**src/rtl/dsm_capture.sv**
```systemverilog
// Captures a fixed window of modulator samples into a buffer, then drains them
// in write order over a valid/ready stream. Single clock domain.
module dsm_capture #(
  parameter  int MOD_BITS = 4,
  parameter  int SAMPLES  = 256,
  localparam int PTR_W    = $clog2(SAMPLES + 1)
) (
  input  logic                internal_clk,
  input  logic                internal_rst_n,
  input  logic [MOD_BITS-1:0] dsm_bit,
  input  logic                dsm_valid,
  input  logic                arm,
  input  logic                trigger,
  input  logic                abort,
  output logic [MOD_BITS-1:0] rd_data,
  output logic                rd_valid,
  input  logic                rd_ready,
  output logic                rd_last,
  output logic                busy,
  output logic [PTR_W-1:0]    fill_count,
  output logic [1:0]          state_dbg
);

  localparam int IDX_W = $clog2(SAMPLES);
  localparam logic [PTR_W-1:0] FULL_CNT = PTR_W'(SAMPLES);
  localparam logic [PTR_W-1:0] LAST_CNT = PTR_W'(SAMPLES - 1);

  typedef enum logic [1:0] {
    IDLE    = 2'd0,
    ARMED   = 2'd1,
    CAPTURE = 2'd2,
    DRAIN   = 2'd3
  } state_t;

  state_t state_q, state_d;

  logic                wr_en;
  logic                arm_go;
  logic                last_xfer;
  logic                out_adv;
  logic                rd_adv;
  logic                rd_issue;
  logic                q_valid;
  logic                q_last;
  logic [PTR_W-1:0]    rd_cnt;
  logic [MOD_BITS-1:0] ram_q;
  logic [MOD_BITS-1:0] mem [SAMPLES];

  // Stream handshake: a sample transfers on a rising edge where rd_valid and
  // rd_ready are both 1; while rd_valid=1 and rd_ready=0, rd_data/rd_last hold.
  assign last_xfer = rd_valid && rd_ready && rd_last;
  assign out_adv   = !rd_valid || rd_ready;
  assign rd_adv    = !q_valid || out_adv;
  assign rd_issue  = (state_q == DRAIN) && !abort && rd_adv && (rd_cnt != FULL_CNT);

  assign busy      = (state_q != IDLE);
  assign state_dbg = state_q;

  always_comb begin
    state_d = state_q;
    wr_en   = 1'b0;
    arm_go  = 1'b0;
    case (state_q)
      IDLE: begin
        if (arm) begin
          state_d = ARMED;
          arm_go  = 1'b1;
        end
      end
      ARMED: begin
        if (trigger) begin
          state_d = CAPTURE;
          wr_en   = dsm_valid;
        end
      end
      CAPTURE: wr_en = dsm_valid;
      DRAIN:   if (last_xfer) state_d = IDLE;
      default: state_d = IDLE;
    endcase
    if (wr_en && (fill_count == LAST_CNT)) state_d = DRAIN;
    if (abort) begin
      state_d = IDLE;
      wr_en   = 1'b0;
      arm_go  = 1'b0;
    end
  end

  always_ff @(posedge internal_clk or negedge internal_rst_n) begin
    if (!internal_rst_n) begin
      state_q    <= IDLE;
      fill_count <= '0;
    end else begin
      state_q <= state_d;
      if (arm_go)     fill_count <= '0;
      else if (wr_en) fill_count <= fill_count + 1'b1;
    end
  end

  // Buffer has no reset so it maps onto block RAM; the read register only
  // advances when the prefetch stage can move, giving stall-safe reads.
  always_ff @(posedge internal_clk) begin
    if (wr_en)    mem[fill_count[IDX_W-1:0]] <= dsm_bit;
    if (rd_issue) ram_q <= mem[rd_cnt[IDX_W-1:0]];
  end

  // Two-stage drain: RAM read stage (q_*) feeding the output register (rd_*).
  always_ff @(posedge internal_clk or negedge internal_rst_n) begin
    if (!internal_rst_n) begin
      rd_cnt   <= '0;
      q_valid  <= 1'b0;
      q_last   <= 1'b0;
      rd_valid <= 1'b0;
      rd_last  <= 1'b0;
      rd_data  <= '0;
    end else if (abort || state_q != DRAIN) begin
      rd_cnt   <= '0;
      q_valid  <= 1'b0;
      q_last   <= 1'b0;
      rd_valid <= 1'b0;
      rd_last  <= 1'b0;
    end else begin
      if (rd_adv) begin
        q_valid <= rd_issue;
        q_last  <= (rd_cnt == LAST_CNT);
        if (rd_issue) rd_cnt <= rd_cnt + 1'b1;
      end
      if (out_adv) begin
        rd_valid <= q_valid;
        rd_last  <= q_valid && q_last;
        if (q_valid) rd_data <= ram_q;
      end
    end
  end

endmodule
```
**config.mk**
```make
export PLATFORM = sky130hd
export DESIGN_NAME = dsm_capture
export DESIGN_NICKNAME = d
export VERILOG_FILES = /design/src/rtl/dsm_capture.sv
export SDC_FILE = /design/constraint.sdc
export NUM_CORES = 1
export LEC_CHECK = 0
export CAP_MARGIN = 30
export CELL_PAD_IN_SITES_DETAIL_PLACEMENT = 2
export CELL_PAD_IN_SITES_GLOBAL_PLACEMENT = 2
export CORE_MARGIN = 4
export CORE_UTILIZATION = 40
export CTS_CLUSTER_SIZE = 30
export DETAILED_ROUTE_END_ITERATION = 8
export PLACE_DENSITY_LB_ADDON = 0.1
export SLEW_MARGIN = 20
export SYNTH_ARGS = -nofsm -noshare
export SYNTH_HDL_FRONTEND = slang
export SYNTH_SLANG_ARGS = --single-unit
```
**constraint.sdc**
```tcl
create_clock -name internal_clk -period 3.3 [get_ports internal_clk]
set_input_delay 0.495 -clock internal_clk [delete_from_list [all_inputs] [get_ports internal_clk]]
set_output_delay 0.495 -clock internal_clk [all_outputs]
set_load 0.005 [all_outputs]
```
==> flow_metrics.tcl, run 1 <==
set metrics [dict create \
    syn_nets 2299 \
    place.port_buffers 28 \
    grt_max_degree 113 \
    power.leakage_uw 0.01576 \
    synth_warnings 0 \
    tightest_slew_ns 0.9404 \
    cap_violations 0 \
    ioPinCount 29 \
    cp-start-kind "register" \
    drive_above_1_share_pct 26.39 \
    cts_sinks 1056 \
    die_w_um 333.7 \
    pwr_density_cell_nw_per_um2 582.5 \
    most-common-layout-cells "edfxtp_1, buf_4, nor2_1" \
    multi_input_area_um2 9972 \
    fp-row-count 119 \
    wl_per_cell_um 34.03 \
    final_common_cell "edfxtp_1" \
    rsz0062_at_grt "false" \
    place_hpwl_mm 92.29 \
    ys_ff_latch 1056 \
    clk_latency_ns 0.70 \
    die_area_um2 111400 \
    synthDistinctLibCells 64 \
    track_usage_pct 25.06 \
    ys_seq_area_share_pct 74.38 \
    grt.overflow.total 0 \
    ys.flop_type "edfxtp_1" \
    fin_nets 2642 \
    avgSynthCellArea_um2 18.67 \
    clock-root-buffer "clkbuf_16" \
    relSlewSlack_pct 36.73 \
    ff_latch_area_um2 31580 \
    timing.final.crit_share_pct 95.88 \
    grt_pass1_vias 26040 \
    syn_to_final_growth_pct 18.30 \
    async_reset_ff_share_pct 2.652 \
    fillers 9448 \
    numCtsBuffers 114 \
    critical_path.max_stage_delay_ns 0.64 \
    worstPathCellList "buf_12 -> buf_12 -> buf_4 -> mux4_1 -> a21oi_1 -> a2111o_1 -> o41ai_1 -> a2111o_1" \
    fin_crit_ns 3.164 \
    max_freq_mhz 316.0 \
    synth-edff-count 1028 \
    vias 23590 \
    firstDrtPassIters 5 \
    status "finished clean" \
    worst-path-max-fanout 23 \
    cts_buffer_depth 3 \
    grt_pass1_wl_mm 200.4 \
    die_h_um 333.7 \
    antenna_left 0 \
    drt-vias-per-instance 5.754 \
    htreeDepth 3 \
    crit_arrival_ns 3.61 \
    slew_viol_final 0 \
    diodes 0 \
    finalHoldViolations 0 \
    totalWireLength_mm 139.5 \
    synthCells 2274 \
    core_area_um2 105300 \
    path_class "register to register" \
    vdd_drop_max_mv 0.5291 \
    synth_area_um2 42440 \
    antenna_found_initial 4 \
    critPathSlowestCell "mux4_1" \
    final-setup-viol-count 0 \
    required_ns 3.75 \
    drc_errors 0 \
    place_congestion 0.8183 \
    drt_iter0_drc 2243 \
    hp-class "input port to register" \
    finish.utilization_pct 47.70 \
    hold_slack_ns 0.3036 \
    initial_core_util_pct 40.32 \
    cts_tree "done" \
    worstSetupEndpointType "register" \
    clock-skew-final_ns 0.01963 \
    clk_pin_slew_ns 0.06 \
]
-- path summary, 6_finish.rpt --
kind	from	slack, ns	cells after the start	end
worst min-delay path	dsm_bit[3]	0.30	1	mem[24][3]
max in group asynchronous	internal_rst_n	2.27	2	rd_cnt[1]
worst max-delay path	rd_cnt[0]	0.14	8	ram_q[1]
worst min register to register	fill_count[8]	0.56	1	fill_count[8]
min in group asynchronous	internal_rst_n	0.41	2	fill_count[0]
worst max register to register	rd_cnt[0]	0.14	8	ram_q[1]
-- per-layer routing --
| layer | vias up | share of wire, % | global-route usage, % |
|---|---|---|---|
| met5 | - | 0 | 0 |
| met4 | 0 | 2.6 | 6.456 |
| met3 | 180 | 5.0 | 3.500 |
| met2 | 696 | 49 | 42.01 |
| met1 | 12870 | 43 | 34.73 |
| li1 | 9843 | - | - |
-- synthesized netlist by cell type, types with 14 or more instances --
library cell	number	area (um^2)
mux2_2	21	236.5
clkbuf_1	75	281.5
mux2i_1	155	1551
o22ai_1	18	112.6
dfrtp_1	28	700.7
nand3_1	15	75.07
a21oi_1	26	130.1
o221ai_1	39	341.6
ha_1	14	175.2
buf_2	25	125.1
nor2_1	299	1122
mux4_2	168	3784
a211oi_1	14	105.1
mux4_1	21	551.8
edfxtp_1	1028	30870
a221oi_1	21	183.9
nand2_1	76	285.3
o21ai_0	25	125.1
buf_6	23	259.0
-- critical path, delay by kind of cell, from the launching register on --
family / cells / cell delay, ns
muxes: 1 / 0.64
DFF: 1 / 0.50
buffers and inverters: 3 / 0.64
AOI/OAI and AO/OA: 4 / 1.09
-- where the power goes --
part	internal [uW]	switching (uW)
logic	720	1170
clock network	7140	5410
registers	14700	57.1
total	22600	6640
-- state kept, by name, indices dropped and copies added, names as in the netlist --
register,count
ram_q,4
rd_last,1
mem,1024
q_valid,1
rd_cnt,9
fill_count,9
rd_data,4
rd_valid,1
q_last,1
state_dbg,2
-- final cells by class --
class	count	area share, %
Inverter	14	0.1047
Clock buffer	135	5.881
Clock inverter	73	1.268
Sequential cell	1056	62.90
Multi-Input combinational cell	1061	19.86
Timing Repair Buffer	370	6.523
Tap cell	1391	3.466
-- metrics by stage --
step | setup TNS [ns] | setup slack, ns | total power, uW | instances | cell area (um^2)
floorplan | 0 | 0.6520 | 16030 | 2274 | 42440
global placement | -0.2350 | -0.2350 | 16950 | 3889 | 46590
detailed placement | -0.1311 | -0.1311 | 16990 | 3889 | 46590
CTS | 0 | 0.07170 | 29510 | 4098 | 50190
global route | 0 | 0.01548 | 30200 | 4100 | 50210
finish | 0 | 0.1358 | 29250 | 4100 | 50210
-- what timing repair did --
action | 4_1_cts | 5_1_grt
pin swaps | 0 | 1
hold buffers | 1 | 0
hold endpoints to repair | 28 | 0
cloned | 0 | 0
buffers inserted | 0 | 2
setup endpoints to repair | 1 | 2
gates resized for setup | 1 | 2
-- cell families (layout without fill, tap and decap cells) --
group | after synthesis | in the layout | share of synthesized area [%]
buf+inv | 157 | 592 | 2.190
simple gates | 454 | 454 | 4.475
xor+xnor | 13 | 13 | 0.2683
fa+ha+maj | 14 | 14 | 0.4127
compound gates | 214 | 214 | 3.812
flops | 1056 | 1056 | 74.38
mux | 366 | 366 | 14.46
No activity file was read; power rests on OpenSTA's default activity.
==> run 2, diff against run 1 <==
CORE_MARGIN = 2   (was 4)
CORE_UTILIZATION = 35   (was 40)
CTS_BUF_LIST = sky130_fd_sc_hd__clkbuf_8   (was default)
==> run 2 against run 1 <==
Compared with the run above: fmax down 4.1%; first-iteration DRC count is 8.4% lower; setup slack worse by 0.14 ns; die area is 11% higher; non-clock buffer count is 81 lower; clock power down 10%; critical endpoint is now ram_q[3]; clock skew increased by 0.019 ns; register-to-register slack worse by 0.14 ns; cell count increased by 6.5%; critical path type unchanged; sequential power barely moved.
==> flow_metrics.tcl, run 2 (synthesis results as in run 1) <==
set metrics [dict create \
    status "finished clean" \
    htreeDepth 4 \
    clock-root-buffer "clkbuf_8" \
    timing.final.crit_share_pct 99.99 \
    grt.overflow.total 0 \
    track_usage_pct 22.54 \
    fin_tns_setup_ns 0 \
    antenna_left 0 \
    crit_top_cell "buf_4" \
    largest_register_ffs 1024 \
    internal_power_uw 21230 \
    ioPinCount 29 \
    clk_latency_ns 0.85 \
    pre_cts_slack_ns -0.2327 \
    die_area_um2 124100 \
    initial_core_util_pct 35.33 \
    worstSetupEndpointType "register" \
    die_h_um 352.2 \
    critical_path.max_stage_delay_ns 0.77 \
    grt_max_degree 149 \
    clk_pin_slew_ns 0.06 \
    drc_errors 0 \
    path_class "register to register" \
    pwr-share-seq_pct 52.9 \
    totalWireLength_mm 140.8 \
    finalHoldViolations 0 \
    critPathSlowestCell "nor2b_2" \
    firstDrtPassIters 5 \
    switching_share_pct 24.10 \
    rsz0062_at_grt "true" \
    worst-path-max-fanout 14 \
    crit_arrival_ns 4.00 \
    p_switching_uw 6739 \
    hp-class "input port to asynchronous set/reset pin" \
    wl_met1_mm 62.56 \
    cts_sinks 1056 \
    clock-skew-final_ns 0.03851 \
    grt_pass1_vias 25860 \
    worstPathCellList "nor2b_2 -> buf_4 -> a22o_1 -> a211oi_1 -> o31ai_1 -> a2bb2oi_1 -> buf_4 -> o22ai_1" \
    wl_per_cell_um 32.24 \
    place_congestion 0.8233 \
    place.port_buffers 28 \
    pwr_density_cell_nw_per_um2 561.8 \
    drt_iter0_drc 2055 \
    fin_ws_ns 0.0003642 \
    drive_above_1_share_pct 25.99 \
    die_w_um 352.2 \
    fp-row-count 127 \
    drt-vias-per-instance 5.416 \
    routed-wl-met3_mm 6.325 \
    most-common-layout-cells "edfxtp_1, nor2_1, buf_4" \
    relSlewSlack_pct 40.00 \
    place_hpwl_mm 91.05 \
    power.leakage_uw 0.01557 \
    vias 23660 \
    required_ns 4.00 \
    cp-start-kind "register" \
    final-setup-viol-count 0 \
    tightest_slew_ns 0.9000 \
    wl_met2_mm 68.25 \
    cts_buffer_depth 3 \
    fin_nets 2630 \
    numCtsBuffers 183 \
    antenna_found_initial 5 \
    max_freq_mhz 303.1 \
    vdd_drop_max_mv 0.4420 \
    cts_tree "done" \
    fin_crit_ns 3.300 \
    final_common_cell "edfxtp_1" \
    combPwrFrac_pct 6.8 \
    cap_violations 0 \
    core_area_um2 120100 \
    p_clk_share_pct 40.3 \
    finish.utilization_pct 41.44 \
    grt_pass1_wl_mm 200.2 \
    top_layer "met4" \
    syn_to_final_growth_pct 17.28 \
    slew_viol_final 0 \
]
## run 2: cell types whose count changed in the layout (fill, tap and decap cells not counted), sizes merged
cell / before / now
buf: 346 / 262
inv: 19 / 86
clkbuf: 135 / 190
clkinv: 51 / 63
clkinvlp: 7 / 2
diode: 0 / 5
bufinv: 10 / 6
dlygate4sd3: 1 / 2
## run 2: cell type report
type / count / area (um^2)
Clock inverter: 143 / 768.2
Multi-Input combinational cell: 1061 / 10010
Timing Repair Buffer: 289 / 2743
Antenna cell: 5 / 12.51
Clock buffer: 188 / 2587
Tap cell: 1612 / 2017
Fill cell: 11410 / 70350
Inverter: 14 / 52.55
Sequential cell: 1056 / 31580
## run 2: path summary, 6_finish.rpt
kind | end | from | slack (ns) | cells after the start
hold / removal | fill_count[4] | internal_rst_n | 0.08 | 2
hold reg to reg | rd_data[1] | rd_data[1] | 0.51 | 1
max in group asynchronous | rd_cnt[0] | internal_rst_n | 2.72 | 3
setup reg to reg | ram_q[3] | rd_cnt[2] | 0.0004 | 8
min in group internal_clk | mem[214][3] | dsm_bit[3] | 0.16 | 1
setup / recovery | ram_q[3] | rd_cnt[2] | 0.0004 | 8
## run 2: critical path, delay by kind of cell, from the launching register on
family / cells / cell delay [ns]
buffers and inverters: 2 / 0.54
AND/OR/NAND/NOR: 1 / 0.77
AO/OA/AOI/OAI: 5 / 1.16
flip-flops: 1 / 0.66
## run 2: per-layer routing
metal	vias to the layer above	GRT usage, %
li1	9899	-
met4	0	6.214
met3	212	3.384
met1	12900	31.22
met2	643	37.08
met5	-	0
## run 2: power by group through the flow
stage               combinational [uW]  clock (uW)  sequential [uW]
floorplan                          964           0            15100
global placement                  1850           0            15100
detailed placement                1900           0            15100
CTS                               1910       11600            14800
global route                      2030       12100            14800
finish                            1900       11300            14800
## run 2: what timing repair did
item / in CTS / in global routing
resized for setup: 7 / 13
cloned: 0 / 2
setup endpoints to repair: 11 / 18
hold buffers: 2 / 0
setup buffers: 0 / 3
pin swaps: 0 / 1
endpoints found under the hold margin: 30 / 0
## run 2: metrics by stage
stage / cells / total power [uW] / hold WS (ns) / area [um^2]
floorplan: 2274 / 16030 / 0.1994 / 42440
CTS: 4357 / 28280 / 0.1393 / 49590
finish: 4368 / 27960 / 0.07756 / 49780
global route: 4366 / 28930 / 0.07362 / 49770
detailed placement: 4024 / 16980 / 0.4988 / 46180
global placement: 4024 / 16920 / 0.4897 / 46180
